### config.mk
export PLATFORM = sky130hd
export DESIGN_NAME = lsu_mem_ctrl_flat
export DESIGN_NICKNAME = d
export VERILOG_FILES = /design/src/rtl/lsu_mem_ctrl_if.sv /design/src/rtl/lsu_mem_ctrl.sv /design/src/flat_wrapper.sv
export SDC_FILE = /design/constraint.sdc
export NUM_CORES = 1
export LEC_CHECK = 0
export ABC_AREA = 1
export CORE_MARGIN = 4
export CORE_UTILIZATION = 35
export CTS_BUF_LIST = sky130_fd_sc_hd__clkbuf_8
export CTS_CLUSTER_DIAMETER = 100
export DETAILED_ROUTE_END_ITERATION = 7
export PLACE_DENSITY = 0.69
export SYNTH_ARGS = -nofsm -noshare
export SYNTH_HDL_FRONTEND = slang
export SYNTH_SLANG_ARGS = --single-unit
### constraint.sdc
create_clock -name clk -period 1.6 [get_ports clk]
set_input_delay 0.24 -clock clk [delete_from_list [all_inputs] [get_ports clk]]
set_output_delay 0.24 -clock clk [all_outputs]
set_load 0.03 [all_outputs]
### src/rtl/lsu_mem_ctrl_if.sv
// Data-memory bus between the LSU sequencer (master) and data memory (slave).
// Valid/grant request phase followed by a read-data-valid response phase.
interface lsu_mem_ctrl_if #(
    parameter int AW = 32,
    parameter int DW = 32
);
    logic          mem_req;
    logic          mem_we;
    logic [AW-1:0] mem_addr;
    logic [3:0]    mem_be;
    logic [DW-1:0] mem_wdata;
    logic          mem_gnt;
    logic          mem_rvalid;
    logic [DW-1:0] mem_rdata;

    modport master (
        output mem_req, mem_we, mem_addr, mem_be, mem_wdata,
        input  mem_gnt, mem_rvalid, mem_rdata
    );

    modport slave (
        input  mem_req, mem_we, mem_addr, mem_be, mem_wdata,
        output mem_gnt, mem_rvalid, mem_rdata
    );
endinterface

### src/rtl/lsu_mem_ctrl.sv
// LSU memory controller: sequences one load/store at a time onto the data bus,
// stalling the core until the access completes, is rejected as misaligned,
// or times out. Handles byte-lane steering for stores and extension for loads.
module lsu_mem_ctrl #(
    parameter int DW      = 32,
    parameter int AW      = 32,
    parameter int TIMEOUT = 255
) (
    input  logic          clk,
    input  logic          rst_n,
    input  logic          req_valid,
    input  logic          req_we,
    input  logic [1:0]    req_size,
    input  logic          req_unsigned,
    input  logic [AW-1:0] req_addr,
    input  logic [DW-1:0] req_wdata,
    output logic          stall,
    output logic          rsp_valid,
    output logic [DW-1:0] rsp_rdata,
    output logic          misalign,
    output logic          bus_err,
    lsu_mem_ctrl_if.master mem
);
    typedef enum logic [1:0] {IDLE, REQ, WAIT, RESP} state_t;

    state_t        state_reg, state_next;
    logic [7:0]    cnt_reg;
    logic [AW-1:0] addr_reg;
    logic [1:0]    size_reg;
    logic          we_reg;
    logic          uns_reg;
    logic [3:0]    be_reg;
    logic [DW-1:0] wdata_reg;
    logic [DW-1:0] rdata_reg;
    logic          mis_reg;
    logic          err_reg;

    logic          misaligned;
    logic [3:0]    be_new;
    logic [DW-1:0] wdata_new;
    logic [DW-1:0] shifted;
    logic [DW-1:0] ext_rdata;
    logic          timeout_hit;
    logic          load_done;
    logic          err_hit;

    // Size 11 is treated like a misaligned access: rejected without touching the bus.
    assign misaligned = (req_size == 2'b11)
                      | ((req_size == 2'b01) & req_addr[0])
                      | ((req_size == 2'b10) & (|req_addr[1:0]));

    // Byte enables and lane-replicated store data for the incoming request.
    always_comb begin
        be_new    = 4'b1111;
        wdata_new = req_wdata;
        case (req_size)
            2'b00: begin
                be_new    = 4'b0001 << req_addr[1:0];
                wdata_new = {4{req_wdata[7:0]}};
            end
            2'b01: begin
                be_new    = 4'b0011 << req_addr[1:0];
                wdata_new = {2{req_wdata[15:0]}};
            end
            default: begin
                be_new    = 4'b1111;
                wdata_new = req_wdata;
            end
        endcase
    end

    assign shifted = mem.mem_rdata >> {addr_reg[1:0], 3'b000};

    // Right-justify the addressed lane(s) and sign/zero-extend per latched size.
    always_comb begin
        ext_rdata = shifted;
        case (size_reg)
            2'b00:   ext_rdata = {{24{~uns_reg & shifted[7]}}, shifted[7:0]};
            2'b01:   ext_rdata = {{16{~uns_reg & shifted[15]}}, shifted[15:0]};
            default: ext_rdata = shifted;
        endcase
    end

    // Completion has priority over a timeout landing in the same cycle.
    assign timeout_hit = (cnt_reg == 8'(TIMEOUT - 1));
    assign load_done   = ((state_reg == REQ) & mem.mem_gnt & ~we_reg & mem.mem_rvalid)
                       | ((state_reg == WAIT) & mem.mem_rvalid);
    assign err_hit     = timeout_hit & (((state_reg == REQ) & ~mem.mem_gnt)
                                      | ((state_reg == WAIT) & ~mem.mem_rvalid));

    // State register.
    always_ff @(posedge clk or negedge rst_n) begin
        if (!rst_n) state_reg <= IDLE;
        else        state_reg <= state_next;
    end

    // Next-state logic.
    always_comb begin
        state_next = state_reg;
        case (state_reg)
            IDLE: begin
                if (req_valid) state_next = misaligned ? RESP : REQ;
            end
            REQ: begin
                if (mem.mem_gnt) state_next = (we_reg | mem.mem_rvalid) ? RESP : WAIT;
                else if (timeout_hit) state_next = RESP;
            end
            WAIT: begin
                if (mem.mem_rvalid || timeout_hit) state_next = RESP;
            end
            RESP:    state_next = IDLE;
            default: state_next = IDLE;
        endcase
    end

    // Request latch, timeout counter and response capture.
    always_ff @(posedge clk or negedge rst_n) begin
        if (!rst_n) begin
            cnt_reg   <= '0;
            addr_reg  <= '0;
            size_reg  <= '0;
            we_reg    <= 1'b0;
            uns_reg   <= 1'b0;
            be_reg    <= '0;
            wdata_reg <= '0;
            rdata_reg <= '0;
            mis_reg   <= 1'b0;
            err_reg   <= 1'b0;
        end else begin
            case (state_reg)
                IDLE: begin
                    if (req_valid) begin
                        cnt_reg   <= '0;
                        rdata_reg <= '0;
                        err_reg   <= 1'b0;
                        mis_reg   <= misaligned;
                        if (!misaligned) begin
                            addr_reg  <= req_addr;
                            size_reg  <= req_size;
                            we_reg    <= req_we;
                            uns_reg   <= req_unsigned;
                            be_reg    <= be_new;
                            wdata_reg <= wdata_new;
                        end
                    end
                end
                REQ, WAIT: begin
                    cnt_reg <= cnt_reg + 8'd1;
                    if (load_done)    rdata_reg <= ext_rdata;
                    else if (err_hit) err_reg   <= 1'b1;
                end
                default: ;
            endcase
        end
    end

    assign stall     = req_valid & (state_reg != RESP);
    assign rsp_valid = (state_reg == RESP);
    assign rsp_rdata = rsp_valid ? rdata_reg : '0;
    assign misalign  = rsp_valid & mis_reg;
    assign bus_err   = rsp_valid & err_reg;

    assign mem.mem_req   = (state_reg == REQ);
    assign mem.mem_we    = we_reg;
    assign mem.mem_addr  = {addr_reg[AW-1:2], 2'b00};
    assign mem.mem_be    = be_reg;
    assign mem.mem_wdata = wdata_reg;
endmodule

### src/flat_wrapper.sv
// flat-port wrapper written by rule: the top's interface ports become plain ports
module lsu_mem_ctrl_flat 
#(
    parameter int DW      = 32,
    parameter int AW      = 32,
    parameter int TIMEOUT = 255
)
  (clk, rst_n, req_valid, req_we, req_size, req_unsigned, req_addr, req_wdata, stall, rsp_valid, rsp_rdata, misalign, bus_err, mem_mem_req, mem_mem_we, mem_mem_addr, mem_mem_be, mem_mem_wdata, mem_mem_gnt, mem_mem_rvalid, mem_mem_rdata);
  lsu_mem_ctrl_if #(.AW(AW), .DW(DW)) mem_i ();
  input  logic clk;
  input  logic rst_n;
  input  logic req_valid;
  input  logic req_we;
  input  logic [1:0] req_size;
  input  logic req_unsigned;
  input  logic [AW-1:0] req_addr;
  input  logic [DW-1:0] req_wdata;
  output logic stall;
  output logic rsp_valid;
  output logic [DW-1:0] rsp_rdata;
  output logic misalign;
  output logic bus_err;
  output wire logic [$bits(mem_i.mem_req)-1:0] mem_mem_req;
  output wire logic [$bits(mem_i.mem_we)-1:0] mem_mem_we;
  output wire logic [$bits(mem_i.mem_addr)-1:0] mem_mem_addr;
  output wire logic [$bits(mem_i.mem_be)-1:0] mem_mem_be;
  output wire logic [$bits(mem_i.mem_wdata)-1:0] mem_mem_wdata;
  input wire logic [$bits(mem_i.mem_gnt)-1:0] mem_mem_gnt;
  input wire logic [$bits(mem_i.mem_rvalid)-1:0] mem_mem_rvalid;
  input wire logic [$bits(mem_i.mem_rdata)-1:0] mem_mem_rdata;
  assign mem_mem_req = mem_i.mem_req;
  assign mem_mem_we = mem_i.mem_we;
  assign mem_mem_addr = mem_i.mem_addr;
  assign mem_mem_be = mem_i.mem_be;
  assign mem_mem_wdata = mem_i.mem_wdata;
  assign mem_i.mem_gnt = mem_mem_gnt;
  assign mem_i.mem_rvalid = mem_mem_rvalid;
  assign mem_i.mem_rdata = mem_mem_rdata;
  lsu_mem_ctrl #(.DW(DW), .AW(AW), .TIMEOUT(TIMEOUT)) u_core (.clk(clk), .rst_n(rst_n), .req_valid(req_valid), .req_we(req_we), .req_size(req_size), .req_unsigned(req_unsigned), .req_addr(req_addr), .req_wdata(req_wdata), .stall(stall), .rsp_valid(rsp_valid), .rsp_rdata(rsp_rdata), .misalign(misalign), .bus_err(bus_err), .mem(mem_i));
endmodule
==> results of run 1 <==
-- worst max path at each step --
stage / startpoint / end / slack, ns / depth (start not counted)
floorplan: u_core.state_reg[0] / rsp_rdata[22] / 0.008 / 5
global placement: req_size[1] / u_core.mem.mem_wdata[22] / -0.20 / 7
detailed placement: req_size[1] / u_core.addr_reg[2] / -0.28 / 7
CTS: u_core.state_reg[1] / rsp_rdata[1] / -0.31 / 6
global route: u_core.state_reg[1] / rsp_rdata[14] / -0.38 / 6
finish: u_core.state_reg[1] / rsp_rdata[18] / -0.31 / 6
-- stage by stage --
stage          setup slack (ns)  util (%)  hold WS (ns)
4_1_cts                  -0.313      53.3         0.231
2_1_floorplan           0.00753         -       -0.0556
5_1_grt                  -0.382      59.9         0.258
3_5_place_dp             -0.276      48.6         0.165
3_3_place_gp             -0.199      48.6         0.174
6_report                 -0.307      59.9         0.255
-- cell families (layout without fill, tap and decap cells) --
family,after synthesis,in the layout,share of synthesized area (%)
AOI/OAI and AO/OA,71,71,5.64
xor gates and xnor gates,2,2,0.274
adders and majority gates,6,6,1.18
buffers and inverters,156,413,11.7
DFF,116,116,45.5
other,1,2,0.0587
and+or+nand+nor,575,576,35.7
-- area by class of cell --
class,count,area [sq um],area share (%)
clock buffers,17,234,2.17
clock inverters,15,181,1.69
inverters,79,323,3.00
multi-input cells,657,3360,31.2
flip-flops and latches,116,2900,27.0
well taps,229,287,2.66
repair buffers,302,3480,32.3
-- metal layers --
layer / vias to the layer above / track usage [%] / routed length (microns)
met1: 3231 / 25.5 / 9210
met3: 48 / 7.84 / 2270
met5: - / 0 / 0
met4: 0 / 6.85 / 633
met2: 320 / 33.1 / 11600
li1: 3317 / - / -
-- placed cells by master (no fill, tap or decap), types with 2 or more instances in the layout --
cell type / count
buf_16: 8
dfrtp_1: 115
ha_1: 2
bufinv_16: 3
nand3_1: 54
xor2_1: 2
o21ai_0: 12
conb_1: 2
clkinv_4: 4
nand4_1: 6
nor2_1: 26
o21ai_1: 23
clkinvlp_4: 5
buf_12: 14
nand2_4: 25
buf_8: 8
ha_4: 4
nor2_2: 3
buf_6: 46
clkbuf_8: 17
buf_4: 38
inv_4: 2
nand3_2: 2
inv_6: 3
nand2_2: 83
nand3_4: 4
dlygate4sd2_1: 66
a21oi_1: 19
nor3_1: 2
a21oi_2: 2
nand2_1: 364
inv_1: 49
clkbuf_16: 17
inv_2: 26
o21ai_2: 13
clkdlybuf4s50_1: 103
nand2_8: 3
-- power by group through the flow --
stage | sequential, mW | combinational [mW] | clock (mW)
2_1_floorplan | 5.59 | 5.78 | 0
3_3_place_gp | 4.86 | 9.74 | 0
3_5_place_dp | 4.86 | 9.83 | 0
4_1_cts | 4.85 | 10.8 | 2.97
5_1_grt | 5.22 | 14.4 | 3.14
6_report | 5.08 | 13.5 | 2.91
-- what timing repair did --
| item | 4_1_cts | 5_1_grt |
|---|---|---|
| hold buffers | 1 | 0 |
| pin swaps | 5 | 14 |
| endpoints found under the setup margin | 141 | 151 |
| cloned | 7 | 25 |
| setup buffers | 8 | 13 |
| endpoints found under the hold margin | 58 | 0 |
| gates resized for setup | 144 | 231 |
==> flow_metrics.env, run 1 <==
export IMPL_syn_to_final_growth_pct=68.6
export IMPL_finClkSkew_ns=0.0150
export IMPL_cp_slowest_stage_delay_ns=0.37
export IMPL_netlist_instances=927
export IMPL_hp_class="in -> async"
export IMPL_via_count=6916
export IMPL_synthTopCellsByCount="nand2_1 (473), dfrtp_1 (116), inv_1 (77), nand3_1 (57), o21ai_0 (47)"
export IMPL_finalWirelength_microns=23700
export IMPL_nNetsFinal=1284
export IMPL_ant_nets=0
export IMPL_rsz0062_at_grt="true"
export IMPL_reg2reg_slack_ns=-0.18
export IMPL_grt_pass1_vias=6481
export IMPL_cp_max_fo=6
export IMPL_wl_per_cell_microns=16.7
export IMPL_n_antenna_cell=0
export IMPL_end_kind="output port"
export IMPL_crit_path_cell_trace="buf_6 -> ha_4 -> buf_6 -> nand2_1 -> inv_1 -> buf_6"
export IMPL_grt_ovfl_total=0
export IMPL_cts_max_level=4
export IMPL_total_power_mw=21.4
export IMPL_synth_seq_cells=116
export IMPL_fillers=1556
export IMPL_ys_async_sr_fraction_pct=100
export IMPL_worstReg2RegStart="u_core.state_reg[0]"
export IMPL_cts_tree="yes"
export IMPL_clk_pin_slew_ns=0.07
export IMPL_die_area_sq_um=20500
export IMPL_avgSynthCellArea_sq_um=6.89
export IMPL_clk_latency_ns=0.45
export IMPL_vdd_drop_max_v=0.000982
export IMPL_yosysMostFrequentCell="nand2_1"
export IMPL_ys_top_cells_by_area="dfrtp_1 (45%), nand2_1 (28%), inv_1 (4.5%)"
export IMPL_ys_flop_type="dfrtp_1"
export IMPL_dp_hpwl_microns=14400
export IMPL_coreArea_sq_um=18000
export IMPL_finalNonFillerCells=1415
export IMPL_p_int_mw=11.5
export IMPL_clock_power_share_pct=13.6
export IMPL_critPathKind="reg -> out"
export IMPL_crit_family="buffers and inverters"
export IMPL_layout_drive_gt1_share_pct=28.3
export IMPL_gp_congestion=0.953
export IMPL_dr_pass1_iters=6
export IMPL_r2r_end="u_core.addr_reg[9]"
export IMPL_status="finished, violations left"
export IMPL_yosys_warnings=0
export IMPL_via_per_inst=4.89
export IMPL_critPathSlowestCell="dfrtp_1"
export IMPL_reg2reg_depth=11
export IMPL_p_per_area_nw_per_um2=1990
export IMPL_critPathBufInv=4
export IMPL_finalHoldViolations=0
export IMPL_finalWorstSetupSlack_ns=-0.307
export IMPL_synth_edf_count=0
export IMPL_net_switching_power_mw=9.93
export IMPL_fp_row_count=49
export IMPL_drcViolationCount=0
export IMPL_grt_max_degree=38
export IMPL_violations="negative setup slack"
export IMPL_min_period_ns=1.91
export IMPL_placed_cells=1331
export IMPL_cts_path_max_buffers=2
export IMPL_crit_top_cell="buf_6"
export IMPL_fp_dieW_microns=143
export IMPL_p_sw_share_pct=46.3
export IMPL_synth_cell_types=26
export IMPL_grt_pass1_wl_microns=32900
export IMPL_drt_iter0_drc=435
export IMPL_antenna_found_initial=0
export IMPL_cts_sinks=116
export IMPL_final_area_sq_um=10800
export IMPL_place_area_sq_um=8730
export IMPL_cts_inserted_buffers=17
export IMPL_syn_area_sq_um=6380
export IMPL_drv_cap=0
export IMPL_power_frac_comb_pct=62.7
export IMPL_setup_viol=151
export IMPL_ios=211
export IMPL_synth_top_area_share_pct=45.5
export IMPL_yosysTopAreaCell="dfrtp_1"
export IMPL_cp_arrival_ns=1.67
export IMPL_track_usage_pct=20.6
export IMPL_max_freq_mhz=524
export IMPL_finalCritPeriodShare_pct=119
export IMPL_seqPwrFrac_pct=23.7
export IMPL_tns_ns=-24.57
export IMPL_p_leak_nw=5.76
export IMPL_die_h_microns=143
export IMPL_ys_seq_area_share_pct=45.5
export IMPL_cp_data_required_time_ns=1.36
export IMPL_report_final_slew_viol_count=0
export IMPL_startpoint_type="flop"
export IMPL_cts_root_buf="clkbuf_8"
export IMPL_start_util_pct=35.5
export IMPL_port_buffers=208
Note: power is estimated with default switching activity, not from simulation.
==> run 2: changes to the inputs <==
ABC_AREA = not set   (was 1)
PLACE_DENSITY = 0.7   (was 0.69)
SETUP_SLACK_MARGIN = 0.1   (was not set)
==> run 2 against run 1 <==
The run still ends with negative setup slack left. Hold slack improved by 0.0078 ns. Largest cell class is now multi-input gates. Flip-flop and latch count unchanged. Cell area decreased by 5.3%.
==> flow_metrics.env, run 2 <==
export IMPL_status="finished, violations left"
export IMPL_violations="negative setup slack"
export IMPL_critPathKind="reg -> out"
export IMPL_drcViolationCount=0
export IMPL_finalWirelength_microns=19600
export IMPL_reg2reg_slack_ns=-0.24
export IMPL_gp_congestion=0.852
export IMPL_start_util_pct=35.6
export IMPL_worst_slew_pin_slew_ns=0.595
export IMPL_port_buffers=208
export IMPL_via_per_inst=5.11
export IMPL_fp_dieW_microns=141
export IMPL_yosysTopAreaCell="dfrtp_1"
export IMPL_synth_seq_cells=116
export IMPL_wl_per_cell_microns=18.4
export IMPL_whs_ns=0.262
export IMPL_placed_cells=1000
export IMPL_die_area_sq_um=19800
export IMPL_cts_max_level=4
export IMPL_clock_power_share_pct=14.3
export IMPL_synthTopCellsByCount="dfrtp_1 (116), nand2_1 (71), o21ai_0 (42), mux2i_1 (35)"
export IMPL_coreArea_sq_um=17300
export IMPL_fp_row_count=48
export IMPL_ys_async_sr_fraction_pct=100
export IMPL_fillers=1464
export IMPL_hp_class="in -> async"
export IMPL_cts_inserted_buffers=17
export IMPL_cts_path_max_buffers=2
export IMPL_netlist_instances=584
export IMPL_place_ws_ns=-0.300
export IMPL_p_sw_share_pct=42.6
export IMPL_ys_flop_type="dfrtp_1"
export IMPL_cts_sinks=116
export IMPL_layout_commonest_cell="dfrtp_1"
export IMPL_ys_seq_area_share_pct=47.1
export IMPL_syn_to_final_growth_pct=65.4
export IMPL_end_kind="output port"
export IMPL_seqPwrFrac_pct=25.6
export IMPL_power_frac_comb_pct=60.2
export IMPL_track_usage_pct=19.8
export IMPL_worstReg2RegStart="u_core.state_reg[0]"
export IMPL_vdd_drop_max_v=0.00100
export IMPL_grt_pass1_vias=5763
export IMPL_yosysMostFrequentCell="dfrtp_1"
export IMPL_min_period_ns=1.87
export IMPL_dp_hpwl_microns=13000
export IMPL_clk_latency_ns=0.44
export IMPL_grt_pass1_wl_microns=31100
export IMPL_finClkSkew_ns=0.0120
export IMPL_tns_ns=-23.93
export IMPL_cts_root_buf="clkbuf_8"
export IMPL_synth_cell_types=55
export IMPL_ys_top_cells_by_area="dfrtp_1 (47%), mux2i_1 (5.7%), mux2_1 (4.9%)"
export IMPL_cts_tree="yes"
export IMPL_grt_max_degree=46
export IMPL_reg2reg_depth=8
export IMPL_drv_cap=0
export IMPL_clk_pin_slew_ns=0.07
export IMPL_p_leak_nw=4.76
export IMPL_synth_top_area_share_pct=47.1
export IMPL_relSlewSlack_pct=60.3
export IMPL_max_freq_mhz=534
export IMPL_synth_edf_count=0
export IMPL_finalCritPeriodShare_pct=117
export IMPL_r2r_end="u_core.mem.mem_wdata[6]"
export IMPL_avgSynthCellArea_sq_um=10.6
export IMPL_p_per_area_nw_per_um2=1890
export IMPL_nNetsFinal=943
export IMPL_finalNonFillerCells=1069
export IMPL_syn_area_sq_um=6160
export IMPL_ant_nets=0
export IMPL_cp_arrival_ns=1.63
export IMPL_n_antenna_cell=0
export IMPL_rsz0062_at_grt="true"
export IMPL_grt_ovfl_total=0
export IMPL_cp_data_required_time_ns=1.36
export IMPL_antenna_found_initial=2
export IMPL_ios=211
export IMPL_cp_max_fo=17
export IMPL_drt_iter0_drc=278
export IMPL_report_final_slew_viol_count=0
export IMPL_layout_drive_gt1_share_pct=36.4
export IMPL_yosys_warnings=0
export IMPL_dr_pass1_iters=5
export IMPL_total_power_mw=19.3
export IMPL_die_h_microns=141
export IMPL_via_count=5460
export IMPL_finalHoldViolations=0
export IMPL_net_switching_power_mw=8.22
export IMPL_setup_viol=146
export IMPL_finalWorstSetupSlack_ns=-0.273
export IMPL_startpoint_type="flop"
export IMPL_most_common_layout_cells="dfrtp_1 (116), clkdlybuf4s50_1 (103), nand2_1 (63), buf_4 (45), buf_6 (36)"
export IMPL_p_int_mw=11.1
## run 2: cell types whose count changed after synthesis, sizes merged, moves of 16 or more
cell	delta
and2	+33
a32oi	+16
nand2	-404
mux2i	+36
nand3	-55
inv	-72
mux2	+53
## run 2: worst max-delay path, stage by stage (launching register included)
cell	delay, ns
dfrtp_1	0.40
buf_6	0.13
ha_4	0.21
buf_16	0.17
and2_4	0.16
buf_12	0.13
## run 2: area by class of cell
type / count / area, sq um / area share [%]
multi-input cells: 398 / 3320 / 32.6
repair buffers: 292 / 3240 / 31.8
flip-flops and latches: 116 / 2900 / 28.5
well taps: 225 / 282 / 2.76
clock buffers: 20 / 275 / 2.70
clock inverters: 11 / 129 / 1.26
inverters: 7 / 36.3 / 0.356
## run 2: worst max-delay path by stage
stage / endpoint / cells after the start / startpoint / slack, ns
3_5_place_dp: u_core.mem.mem_wdata[14] / 5 / req_size[0] / -0.30
3_3_place_gp: u_core.addr_reg[31] / 6 / req_size[1] / -0.27
6_report: rsp_rdata[17] / 5 / u_core.state_reg[0] / -0.27
2_1_floorplan: u_core.rdata_reg[1] / 7 / u_core.state_reg[0] / -0.11
4_1_cts: rsp_rdata[23] / 5 / u_core.state_reg[0] / -0.29
5_1_grt: rsp_rdata[17] / 5 / u_core.state_reg[0] / -0.34
## run 2: power groups by stage
| stage | logic (mW) | registers (mW) | clock network (mW) |
|---|---|---|---|
| global route | 12.3 | 5.09 | 2.94 |
| global placement | 9.73 | 4.91 | 0 |
| finish | 11.6 | 4.93 | 2.76 |
| CTS | 11.3 | 4.90 | 2.82 |
| detailed placement | 9.85 | 4.91 | 0 |
| floorplan | 5.85 | 5.67 | 0 |
## run 2: routing by layer
layer  vias to the layer above  global-route usage (%)  part of all wire, %
li1                       2543                       -                    -
met3                        28                    6.99                  8.1
met1                      2651                    24.4                   41
met4                         4                    6.58                  1.7
met2                       234                    32.4                   50
met5                         -                       0                0.071
## run 2: through the flow
step,utilization [%],instance area (sq um)
floorplan,-,6410
global placement,51.1,8830
detailed placement,51.1,8830
CTS,58.5,10100
global route,58.9,10200
finish,58.9,10200
## run 2: repair_timing
action	CTS	global route
resized for setup	200	56
setup buffers	20	3
cloned	15	0
pin swaps	23	6
hold endpoints to repair	21	0
hold buffers	1	0
endpoints found under the setup margin	196	182
## run 2: logic make-up (layout without fill, tap and decap cells)
family / after synthesis / in the layout / synth area share, %
buffers and inverters: 78 / 330 / 7.81
other: 1 / 2 / 0.0608
AOI/OAI and AO/OA: 116 / 123 / 13.0
adders and majority gates: 6 / 6 / 1.22
DFF: 116 / 116 / 47.1
and+or+nand+nor: 170 / 170 / 13.9
muxes: 90 / 90 / 16.0
xor gates and xnor gates: 7 / 7 / 0.995
